**config.mk**
```make
export PLATFORM = sky130hd
export DESIGN_NAME = mc_control_fsm_flat
export DESIGN_NICKNAME = d
export VERILOG_FILES = /design/src/rtl/mctrl_pkg.sv /design/src/rtl/mc_control_fsm_if.sv /design/src/rtl/alu_ctrl_dec.sv /design/src/rtl/mc_control_fsm.sv /design/src/flat_wrapper.sv
export SDC_FILE = /design/constraint.sdc
export NUM_CORES = 1
export LEC_CHECK = 0
export CORE_AREA = 2 2 41 62
export CTS_BUF_LIST = sky130_fd_sc_hd__clkbuf_4
export CTS_CLUSTER_DIAMETER = 200
export DETAILED_ROUTE_END_ITERATION = 10
export DIE_AREA = 0 0 43 64
export PLACE_DENSITY_LB_ADDON = 0.1
export SYNTH_ARGS = -nofsm -noshare
export SYNTH_HDL_FRONTEND = slang
export SYNTH_HIERARCHICAL = 1
export SYNTH_SLANG_ARGS = --single-unit
export TNS_END_PERCENT = 5
```
**constraint.sdc**
```tcl
create_clock -name clk -period 4.4 [get_ports clk]
set_input_delay 0.88 -clock clk [delete_from_list [all_inputs] [get_ports clk]]
set_output_delay 0.88 -clock clk [all_outputs]
set_load 0.01 [all_outputs]
```
**src/rtl/mctrl_pkg.sv**
```systemverilog
// rtl/mctrl_pkg.sv - shared types and encodings for the multicycle MIPS control unit
package mctrl_pkg;

   typedef enum logic [3:0] {
      S_FETCH    = 4'd0,
      S_DECODE   = 4'd1,
      S_MEMADR   = 4'd2,
      S_MEMRD    = 4'd3,
      S_MEMWB    = 4'd4,
      S_MEMWR    = 4'd5,
      S_EXECUTE  = 4'd6,
      S_ALUWB    = 4'd7,
      S_BRANCH   = 4'd8,
      S_ADDIEXEC = 4'd9,
      S_ADDIWB   = 4'd10,
      S_JUMP     = 4'd11
   } state_e;

   localparam logic [5:0] OP_RTYPE = 6'b000000;
   localparam logic [5:0] OP_LW    = 6'b100011;
   localparam logic [5:0] OP_SW    = 6'b101011;
   localparam logic [5:0] OP_BEQ   = 6'b000100;
   localparam logic [5:0] OP_ADDI  = 6'b001000;
   localparam logic [5:0] OP_J     = 6'b000010;

   localparam logic [5:0] FN_ADD = 6'b100000;
   localparam logic [5:0] FN_SUB = 6'b100010;
   localparam logic [5:0] FN_AND = 6'b100100;
   localparam logic [5:0] FN_OR  = 6'b100101;
   localparam logic [5:0] FN_SLT = 6'b101010;

   localparam logic [2:0] ALU_AND = 3'b000;
   localparam logic [2:0] ALU_OR  = 3'b001;
   localparam logic [2:0] ALU_ADD = 3'b010;
   localparam logic [2:0] ALU_SUB = 3'b110;
   localparam logic [2:0] ALU_SLT = 3'b111;

   localparam logic [1:0] ALUB_REGB  = 2'b00;
   localparam logic [1:0] ALUB_FOUR  = 2'b01;
   localparam logic [1:0] ALUB_IMM   = 2'b10;
   localparam logic [1:0] ALUB_IMMSH = 2'b11;

   localparam logic [1:0] PCSRC_ALU    = 2'b00;
   localparam logic [1:0] PCSRC_ALUOUT = 2'b01;
   localparam logic [1:0] PCSRC_JUMP   = 2'b10;

   localparam logic [1:0] ALUMODE_ADD   = 2'b00;
   localparam logic [1:0] ALUMODE_SUB   = 2'b01;
   localparam logic [1:0] ALUMODE_FUNCT = 2'b10;

endpackage

```
**src/rtl/mc_control_fsm_if.sv**
```systemverilog
// rtl/mc_control_fsm_if.sv - control unit <-> datapath signal bundle
interface mc_control_fsm_if;

   logic [5:0] opcode;
   logic [5:0] funct;
   logic       zero;
   logic       mem_ready;

   logic       pc_en;
   logic       ir_write;
   logic       iord;
   logic       mem_write;
   logic       reg_write;
   logic       reg_dst;
   logic       mem_to_reg;
   logic       alu_src_a;
   logic [1:0] alu_src_b;
   logic [1:0] pc_src;
   logic [2:0] alu_ctrl;
   logic       illegal_op;
   logic [3:0] state;

   modport master (
      input  opcode, funct, zero, mem_ready,
      output pc_en, ir_write, iord, mem_write, reg_write, reg_dst, mem_to_reg,
             alu_src_a, alu_src_b, pc_src, alu_ctrl, illegal_op, state
   );

   modport slave (
      output opcode, funct, zero, mem_ready,
      input  pc_en, ir_write, iord, mem_write, reg_write, reg_dst, mem_to_reg,
             alu_src_a, alu_src_b, pc_src, alu_ctrl, illegal_op, state
   );

endinterface

```
**src/rtl/alu_ctrl_dec.sv**
```systemverilog
// rtl/alu_ctrl_dec.sv - ALU operation decoder (forced ADD, forced SUB, or from funct)
module alu_ctrl_dec
   import mctrl_pkg::*;
(
   input  logic [5:0] funct,
   input  logic [1:0] mode,
   output logic [2:0] alu_ctrl,
   output logic       funct_valid
);

   logic [2:0] fn_code;

   always_comb begin
      funct_valid = 1'b1;
      fn_code     = ALU_ADD;
      case (funct)
         FN_ADD:  fn_code = ALU_ADD;
         FN_SUB:  fn_code = ALU_SUB;
         FN_AND:  fn_code = ALU_AND;
         FN_OR:   fn_code = ALU_OR;
         FN_SLT:  fn_code = ALU_SLT;
         default: funct_valid = 1'b0;
      endcase
   end

   always_comb begin
      alu_ctrl = ALU_ADD;
      case (mode)
         ALUMODE_SUB:   alu_ctrl = ALU_SUB;
         ALUMODE_FUNCT: alu_ctrl = fn_code;
         default:       alu_ctrl = ALU_ADD;
      endcase
   end

endmodule

```
**src/rtl/mc_control_fsm.sv**
```systemverilog
// rtl/mc_control_fsm.sv - multicycle MIPS control FSM; MCTRL_ADDI_EN enables addi decode
module mc_control_fsm
   import mctrl_pkg::*;
#(
   parameter bit FETCH_ONLY_STALL = 1'b0
) (
   input  logic             clk,
   input  logic             rst_n,
   mc_control_fsm_if.master bus
);

   state_e     state_q, state_d;
   logic       is_lw_q, is_lw_d;

   logic       pc_en, ir_write, iord, mem_write, reg_write;
   logic       reg_dst, mem_to_reg, alu_src_a, illegal_op;
   logic [1:0] alu_src_b, pc_src, alu_mode;
   logic [2:0] dec_alu_ctrl;
   logic       funct_valid;
   logic       data_ready;

   // Data accesses may be configured to never stall; instruction fetch always does.
   assign data_ready = bus.mem_ready | FETCH_ONLY_STALL;

   alu_ctrl_dec u_alu_ctrl_dec (
      .funct       (bus.funct),
      .mode        (alu_mode),
      .alu_ctrl    (dec_alu_ctrl),
      .funct_valid (funct_valid)
   );

   always_comb begin
      state_d    = state_q;
      is_lw_d    = is_lw_q;
      pc_en      = 1'b0;
      ir_write   = 1'b0;
      iord       = 1'b0;
      mem_write  = 1'b0;
      reg_write  = 1'b0;
      reg_dst    = 1'b0;
      mem_to_reg = 1'b0;
      alu_src_a  = 1'b0;
      alu_src_b  = ALUB_REGB;
      pc_src     = PCSRC_ALU;
      alu_mode   = ALUMODE_ADD;
      illegal_op = 1'b0;

      case (state_q)
         S_FETCH: begin
            alu_src_b = ALUB_FOUR;
            ir_write  = bus.mem_ready;
            pc_en     = bus.mem_ready;
            if (bus.mem_ready) state_d = S_DECODE;
         end
         S_DECODE: begin
            alu_src_b = ALUB_IMMSH;
            // MEMADR picks lw vs sw after opcode may have moved on, so remember it here.
            is_lw_d   = (bus.opcode == OP_LW);
            case (bus.opcode)
               OP_LW, OP_SW: state_d = S_MEMADR;
               OP_RTYPE: begin
                  if (funct_valid) begin
                     state_d = S_EXECUTE;
                  end else begin
                     illegal_op = 1'b1;
                     state_d    = S_FETCH;
                  end
               end
               OP_BEQ: state_d = S_BRANCH;
               OP_J:   state_d = S_JUMP;
`ifdef MCTRL_ADDI_EN
               OP_ADDI: state_d = S_ADDIEXEC;
`else
               OP_ADDI: begin
                  illegal_op = 1'b1;
                  state_d    = S_FETCH;
               end
`endif
               default: begin
                  illegal_op = 1'b1;
                  state_d    = S_FETCH;
               end
            endcase
         end
         S_MEMADR: begin
            alu_src_a = 1'b1;
            alu_src_b = ALUB_IMM;
            state_d   = is_lw_q ? S_MEMRD : S_MEMWR;
         end
         S_MEMRD: begin
            iord = 1'b1;
            if (data_ready) state_d = S_MEMWB;
         end
         S_MEMWB: begin
            reg_write  = 1'b1;
            mem_to_reg = 1'b1;
            state_d    = S_FETCH;
         end
         S_MEMWR: begin
            iord      = 1'b1;
            mem_write = 1'b1;
            if (data_ready) state_d = S_FETCH;
         end
         S_EXECUTE: begin
            alu_src_a = 1'b1;
            alu_mode  = ALUMODE_FUNCT;
            state_d   = S_ALUWB;
         end
         S_ALUWB: begin
            reg_write = 1'b1;
            reg_dst   = 1'b1;
            state_d   = S_FETCH;
         end
         S_BRANCH: begin
            alu_src_a = 1'b1;
            alu_mode  = ALUMODE_SUB;
            pc_src    = PCSRC_ALUOUT;
            pc_en     = bus.zero;
            state_d   = S_FETCH;
         end
`ifdef MCTRL_ADDI_EN
         S_ADDIEXEC: begin
            alu_src_a = 1'b1;
            alu_src_b = ALUB_IMM;
            state_d   = S_ADDIWB;
         end
         S_ADDIWB: begin
            reg_write = 1'b1;
            state_d   = S_FETCH;
         end
`endif
         S_JUMP: begin
            pc_src  = PCSRC_JUMP;
            pc_en   = 1'b1;
            state_d = S_FETCH;
         end
         default: state_d = S_FETCH;
      endcase

      // While reset is held, no strobe may reach the datapath, even combinationally.
      if (!rst_n) begin
         pc_en      = 1'b0;
         ir_write   = 1'b0;
         iord       = 1'b0;
         mem_write  = 1'b0;
         reg_write  = 1'b0;
         reg_dst    = 1'b0;
         mem_to_reg = 1'b0;
         alu_src_a  = 1'b0;
         alu_src_b  = ALUB_REGB;
         pc_src     = PCSRC_ALU;
         alu_mode   = ALUMODE_ADD;
         illegal_op = 1'b0;
      end
   end

   always_ff @(posedge clk or negedge rst_n) begin
      if (!rst_n) begin
         state_q <= S_FETCH;
         is_lw_q <= 1'b0;
      end else begin
         state_q <= state_d;
         is_lw_q <= is_lw_d;
      end
   end

   assign bus.pc_en      = pc_en;
   assign bus.ir_write   = ir_write;
   assign bus.iord       = iord;
   assign bus.mem_write  = mem_write;
   assign bus.reg_write  = reg_write;
   assign bus.reg_dst    = reg_dst;
   assign bus.mem_to_reg = mem_to_reg;
   assign bus.alu_src_a  = alu_src_a;
   assign bus.alu_src_b  = alu_src_b;
   assign bus.pc_src     = pc_src;
   assign bus.alu_ctrl   = dec_alu_ctrl;
   assign bus.illegal_op = illegal_op;
   assign bus.state      = state_q;

endmodule

```
**src/flat_wrapper.sv**
```systemverilog
// flat-port wrapper written by rule: the top's interface ports become plain ports
module mc_control_fsm_flat import mctrl_pkg::*;
#(
   parameter bit FETCH_ONLY_STALL = 1'b0
)
  (clk, rst_n, bus_opcode, bus_funct, bus_zero, bus_mem_ready, bus_pc_en, bus_ir_write, bus_iord, bus_mem_write, bus_reg_write, bus_reg_dst, bus_mem_to_reg, bus_alu_src_a, bus_alu_src_b, bus_pc_src, bus_alu_ctrl, bus_illegal_op, bus_state);
  mc_control_fsm_if bus_i ();
  input  logic clk;
  input  logic rst_n;
  input wire logic [$bits(bus_i.opcode)-1:0] bus_opcode;
  input wire logic [$bits(bus_i.funct)-1:0] bus_funct;
  input wire logic [$bits(bus_i.zero)-1:0] bus_zero;
  input wire logic [$bits(bus_i.mem_ready)-1:0] bus_mem_ready;
  output wire logic [$bits(bus_i.pc_en)-1:0] bus_pc_en;
  output wire logic [$bits(bus_i.ir_write)-1:0] bus_ir_write;
  output wire logic [$bits(bus_i.iord)-1:0] bus_iord;
  output wire logic [$bits(bus_i.mem_write)-1:0] bus_mem_write;
  output wire logic [$bits(bus_i.reg_write)-1:0] bus_reg_write;
  output wire logic [$bits(bus_i.reg_dst)-1:0] bus_reg_dst;
  output wire logic [$bits(bus_i.mem_to_reg)-1:0] bus_mem_to_reg;
  output wire logic [$bits(bus_i.alu_src_a)-1:0] bus_alu_src_a;
  output wire logic [$bits(bus_i.alu_src_b)-1:0] bus_alu_src_b;
  output wire logic [$bits(bus_i.pc_src)-1:0] bus_pc_src;
  output wire logic [$bits(bus_i.alu_ctrl)-1:0] bus_alu_ctrl;
  output wire logic [$bits(bus_i.illegal_op)-1:0] bus_illegal_op;
  output wire logic [$bits(bus_i.state)-1:0] bus_state;
  assign bus_i.opcode = bus_opcode;
  assign bus_i.funct = bus_funct;
  assign bus_i.zero = bus_zero;
  assign bus_i.mem_ready = bus_mem_ready;
  assign bus_pc_en = bus_i.pc_en;
  assign bus_ir_write = bus_i.ir_write;
  assign bus_iord = bus_i.iord;
  assign bus_mem_write = bus_i.mem_write;
  assign bus_reg_write = bus_i.reg_write;
  assign bus_reg_dst = bus_i.reg_dst;
  assign bus_mem_to_reg = bus_i.mem_to_reg;
  assign bus_alu_src_a = bus_i.alu_src_a;
  assign bus_alu_src_b = bus_i.alu_src_b;
  assign bus_pc_src = bus_i.pc_src;
  assign bus_alu_ctrl = bus_i.alu_ctrl;
  assign bus_illegal_op = bus_i.illegal_op;
  assign bus_state = bus_i.state;
  mc_control_fsm #(.FETCH_ONLY_STALL(FETCH_ONLY_STALL)) u_core (.clk(clk), .rst_n(rst_n), .bus(bus_i));
endmodule
```
==> results.sh, run 1 <==
export IMPL_status="completed"
export IMPL_synthCells=97
export IMPL_fmax_ghz=0.244
export IMPL_numCtsBuffers=3
export IMPL_synthArstFlopShare_pct=100
export IMPL_path_delay_family="buffers and inverters"
export IMPL_cts_setup_buffers=0
export IMPL_drtAntennaViolNets=0
export IMPL_critical_path_buf_inv_count=3
export IMPL_fp_dieArea_mm2=0.00275
export IMPL_synth_cell_types=42
export IMPL_rr_worst_depth=4
export IMPL_final_area_mm2=0.00115
export IMPL_layout_setup_ws_ns=0.294
export IMPL_period_share_pct=93.3
export IMPL_cp_common_cell="clkdlybuf4s50_1"
export IMPL_grt_total_usage_pct=14.9
export IMPL_holdWs_ns=0.510
export IMPL_clkTransAtPathRegs_ns=0.04
export IMPL_hold_viol_final=0
export IMPL_drt_total_wl_um=2040
export IMPL_synth_top_area_share_pct=16.5
export IMPL_antennaDiodeCount=0
export IMPL_cp_arrival_ns=3.23
export IMPL_setup_viol=0
export IMPL_path_cells="clkdlybuf4s50_1 > nand3_1 > nor3_1 > inv_1 > ha_1 > nand4bb_1 > a21oi_1 > clkdlybuf4s50_1"
export IMPL_wl_per_cell_um=13.1
export IMPL_die_y_um=64
export IMPL_rsz0062_at_grt="no"
export IMPL_slowest_stage="clkdlybuf4s50_1"
export IMPL_syn_cell_area_um2=757
export IMPL_crit_type="in -> out"
export IMPL_synth_area_leaders="dfrtp_1 17%, a21oi_1 5.3%, nor3_1 4.6%"
export IMPL_worst_pin_slew_ns=0.528
export IMPL_syn_nets=115
export IMPL_finalWeightedCongestion=0.751
export IMPL_peakVddDrop_v=0.000167
export IMPL_hold_path_end="u_core/is_lw_q"
export IMPL_via_per_inst=5.52
export IMPL_yosysMostFrequentCell="nand2_1"
export IMPL_area_growth_pct=52.6
export IMPL_p_leak_nw=0.430
export IMPL_timing_rr_end="u_core/bus.state[0]"
export IMPL_worst_skew_pair_late_latency_ns=0.24
export IMPL_drive_above_1_share_pct=12.8
export IMPL_slew_viol_final=0
export IMPL_cts_tree="built"
export IMPL_reg2reg_from="u_core/bus.state[0]"
export IMPL_ioPinCount=36
export IMPL_rows=21
export IMPL_root_buffer="clkbuf_4"
export IMPL_synthTopCellsByCount="9 x nand2_1, 8 x a21oi_1, 8 x nor2_1, 7 x nor3_1, 5 x dfrtp_1"
export IMPL_synth_edf_count=0
export IMPL_slew_headroom_pct=64.8
export IMPL_tns_ns=0
export IMPL_cts_sinks=5
export IMPL_grt_max_degree=20
export IMPL_dieWidth_um=43
export IMPL_dp_hpwl_um=1580
export IMPL_yosysWarningCount=6
export IMPL_cts_resized_gates=0
export IMPL_grt_pass1_wl_um=3310
export IMPL_hold_start="u_core/is_lw_q"
export IMPL_final_cells=156
export IMPL_skew_ns=0.00353
export IMPL_maxCapViolCount=0
export IMPL_fin_crit_ns=4.11
export IMPL_io_buffers=35
export IMPL_cp_max_fo=4
export IMPL_hold_class="reg -> reg"
export IMPL_drtIter0Drc=10
export IMPL_placed_area_mm2=0.00112
export IMPL_coreArea_mm2=0.00221
export IMPL_dp_cells=152
export IMPL_worst_setup_path_end_kind="output pin"
export IMPL_start_util_pct=34.3
export IMPL_cp_start_kind="primary input"
export IMPL_nets=152
export IMPL_place_ws_ns=0.327
export IMPL_gr_total_overflow=0
export IMPL_cpPeakStageDelay_ns=0.54
export IMPL_seq_area_frac_synth_pct=16.5
export IMPL_clock_path_buffers=2
export IMPL_grt_pass1_vias=749
export IMPL_cts_hold_buf=0
export IMPL_cp_required_ns=3.52
export IMPL_antenna_found_initial=0
export IMPL_drc=0
export IMPL_ys_seq_elements=5
export IMPL_synth_top_area_cell="dfrtp_1"
export IMPL_crit_start="rst_n"
export IMPL_hold_depth=2
export IMPL_reg2reg_setup_slack_ns=2.58
export IMPL_p_per_area_mw_per_mm2=223
export IMPL_vias=861
export IMPL_synth_ff_type="dfrtp_1"
export IMPL_drtPass1Iterations=4
export IMPL_htreeDepth=1
export IMPL_syn_area_per_cell_um2=7.80
[area by class of cell]
cell class	instances	area [um2]
timing repair buffer	37	365
sequential	5	125
tap	23	28.8
multi-input combinational	82	587
inverter	5	18.8
clock buffer	4	30.0
fill	231	1050
[state kept, by name (all words and copies together) (netlist names)]
name              flops
u_core/is_lw_q        1
u_core/bus.state      4
[cell usage in the layout (no fill, tap or decap), types with 4 or more instances in the layout]
cell type and instances:
a21oi_1 8, nand2_1 9, nor3_1 7, clkdlybuf4s50_1 35
nor2_1 8, nand3_1 4, dfrtp_1 5, clkbuf_4 4
[power breakdown]
group          switching [W]  internal [W]   total, W
clock              0.0000177     0.0000404  0.0000581
combinational      0.0000544     0.0000712   0.000126
sequential         0.0000227     0.0000510  0.0000737
total              0.0000948      0.000163   0.000257
[per-layer routing]
layer / vias up / part of all wire, % / global-route usage [%]
li1: 439 / - / -
met1: 397 / 45 / 18.8
met2: 25 / 50 / 25.8
met3: 0 / 5.0 / 2.82
met4: 0 / 0 / 3.41
met5: - / 0 / 0
[logic make-up (layout without fill, tap and decap cells)]
kind of cell / after synthesis / count (layout) / share of synthesized area (%)
DFF: 5 / 5 / 16.5
AOI/OAI and AO/OA: 25 / 25 / 24.6
and+or+nand+nor: 51 / 51 / 43.8
buffers and inverters: 10 / 46 / 5.95
muxes: 2 / 2 / 3.47
xor gates and xnor gates: 2 / 2 / 2.31
adders and majority gates: 2 / 2 / 3.31
[worst reg2reg max path, delay by kind of cell (launching register included)]
| kind | cells | cell delay, ns |
|---|---|---|
| compound gates | 2 | 0.31 |
| flops | 1 | 0.67 |
| simple gates | 2 | 0.73 |
[worst max-delay path by stage]
stage	to	slack, ns	cells past startpoint
floorplan	bus_alu_ctrl[0]	1.51	6
global placement	bus_alu_ctrl[0]	0.36	8
detailed placement	bus_alu_ctrl[0]	0.33	8
CTS	bus_alu_ctrl[0]	0.31	8
global route	bus_alu_ctrl[0]	0.15	8
finish	bus_alu_ctrl[0]	0.29	8
[stage by stage]
step,util (%),power (W)
finish,52.3,0.000257
floorplan,-,0.000148
detailed placement,51.0,0.000199
global placement,51.0,0.000199
global route,52.3,0.000278
CTS,52.3,0.000261
(Power assumes the default switching activity.)
==> inputs of run 2 (changes only) <==
--- a/config.mk
+++ b/config.mk
@@ -5,6 +5,7 @@
 export SDC_FILE = /design/constraint.sdc
 export NUM_CORES = 1
 export LEC_CHECK = 0
+export CAP_MARGIN = 20
 export CORE_AREA = 2 2 41 62
 export CTS_BUF_LIST = sky130_fd_sc_hd__clkbuf_4
 export CTS_CLUSTER_DIAMETER = 200
==> results of run 2 <==
Final layout, timing and power as in run 1 (identical DEF).
==> inputs of run 3 (changes only) <==
--- a/config.mk
+++ b/config.mk
@@ -12,6 +12,7 @@
 export DETAILED_ROUTE_END_ITERATION = 10
 export DIE_AREA = 0 0 43 64
 export PLACE_DENSITY_LB_ADDON = 0.1
+export SLEW_MARGIN = 20
 export SYNTH_ARGS = -nofsm -noshare
 export SYNTH_HDL_FRONTEND = slang
 export SYNTH_HIERARCHICAL = 1
==> results of run 3 <==
Final layout, timing and power as in run 1 (identical DEF).
==> edit (settings of run 2) <==
`FETCH_ONLY_STALL` is set to 1'b0 in 2 places; all go to 1'b1.
--- a/src/rtl/mc_control_fsm.sv
+++ b/src/rtl/mc_control_fsm.sv
@@ -4,3 +4,3 @@
 #(
-   parameter bit FETCH_ONLY_STALL = 1'b0
+   parameter bit FETCH_ONLY_STALL = 1'b1
 ) (
--- a/src/flat_wrapper.sv
+++ b/src/flat_wrapper.sv
@@ -3,3 +3,3 @@
 #(
-   parameter bit FETCH_ONLY_STALL = 1'b0
+   parameter bit FETCH_ONLY_STALL = 1'b1
 )
Function: changed (a bounded check fails within 10 cycles, from zero or initial values and one cycle with rst_n low).
==> edit against run 2 <==
First-iteration DRC count rose to 2.7 times the old value; sequential cell count is the same; synthesized area down 7.1%; cell area down 5.3%; clock skew up 2.2 ps; wire length down 7.1%; fmax shrank 1.6%; worst setup slack worse by 68 ps; highest routed layer is now met4.
Power is not compared: it rests on default switching activity, and its combinational part moved more than twofold at a synthesized area within 25%.
==> edit: results <==
set metrics [dict create \
    synth_compound_area_share_pct 12.10 \
    comb.multi_input.count 75 \
    synth_common_cells "nor3_1 (11), nand2_1 (8), dfrtp_1 (5), nor2_1 (5), nor2b_1 (5)" \
    grtUsageMet2_pct 27.27 \
    synth_xor_area_share_pct 3.737 \
    fillers 222 \
    fin_util_pct 49.55 \
    use_met1_pct 17.10 \
    drive_gt1_share_pct 9.677 \
    grtUsageTotal_pct 14.97 \
    clkTransAtPathRegs_ps 50 \
    drtIter0Drc 27 \
    dp_hpwl_um 1509 \
    worst_pin_slew_ps 569.2 \
    multi_input_area_share_pct 49.08 \
    grt_start_max_net_pins 19 \
    status "finished, final reports clean" \
    ys_seq_area_share_pct 17.79 \
    r2r_slack_ps 2820 \
    nets 143 \
    pwr-share-seq_pct 31.0 \
    clock-skew-final_ps 5.744 \
    topRoutingLayerUsed "met4" \
    grt_pass1_wl_um 3298 \
    final-nonclk-buf-share_pct 32.72 \
    avgSynthCellArea_um2 7.901 \
    synthMuxAreaShare_pct 3.737 \
    grtUsageMet3_pct 1.977 \
    clkCellAreaFrac_pct 2.746 \
    buffers 36 \
    grt_pass1_vias 778 \
    gp_congestion 0.7284 \
    met2_length_um 1011 \
    wl_met1_um 806 \
    hold_slack_ps 504.8 \
    syn_nets 107 \
    synth_adder_area_share_pct 3.559 \
    routed_wirelength_um 1895 \
]
edit: cell count changes after synthesis, sizes merged, moves of 3 or more:
cell,before,now
a21oi,8,4
nor2,8,5
nor3,8,11
xnor2,0,3
edit: final timing paths:
| check | start | end | cells after the start |
|---|---|---|---|
| worst max-delay path | rst_n | bus_alu_ctrl[0] | 8 |
| worst min-delay path | u_core/is_lw_q | u_core/is_lw_q | 2 |
| worst max register to register | u_core/bus.state[1] | u_core/bus.state[2] | 3 |
| worst min register to register | u_core/is_lw_q | u_core/is_lw_q | 2 |
| max in group asynchronous | rst_n | u_core/bus.state[1] | 2 |
| min in group asynchronous | rst_n | u_core/bus.state[3] | 2 |
edit: critical path, stage by stage:
cell and delay, ps:
clkdlybuf4s50_1 540, nor2b_1 180, nand2_1 120, nor3b_1 310, ha_1 340, nand4bb_1 240
a21oi_1 140, clkdlybuf4s50_1 550
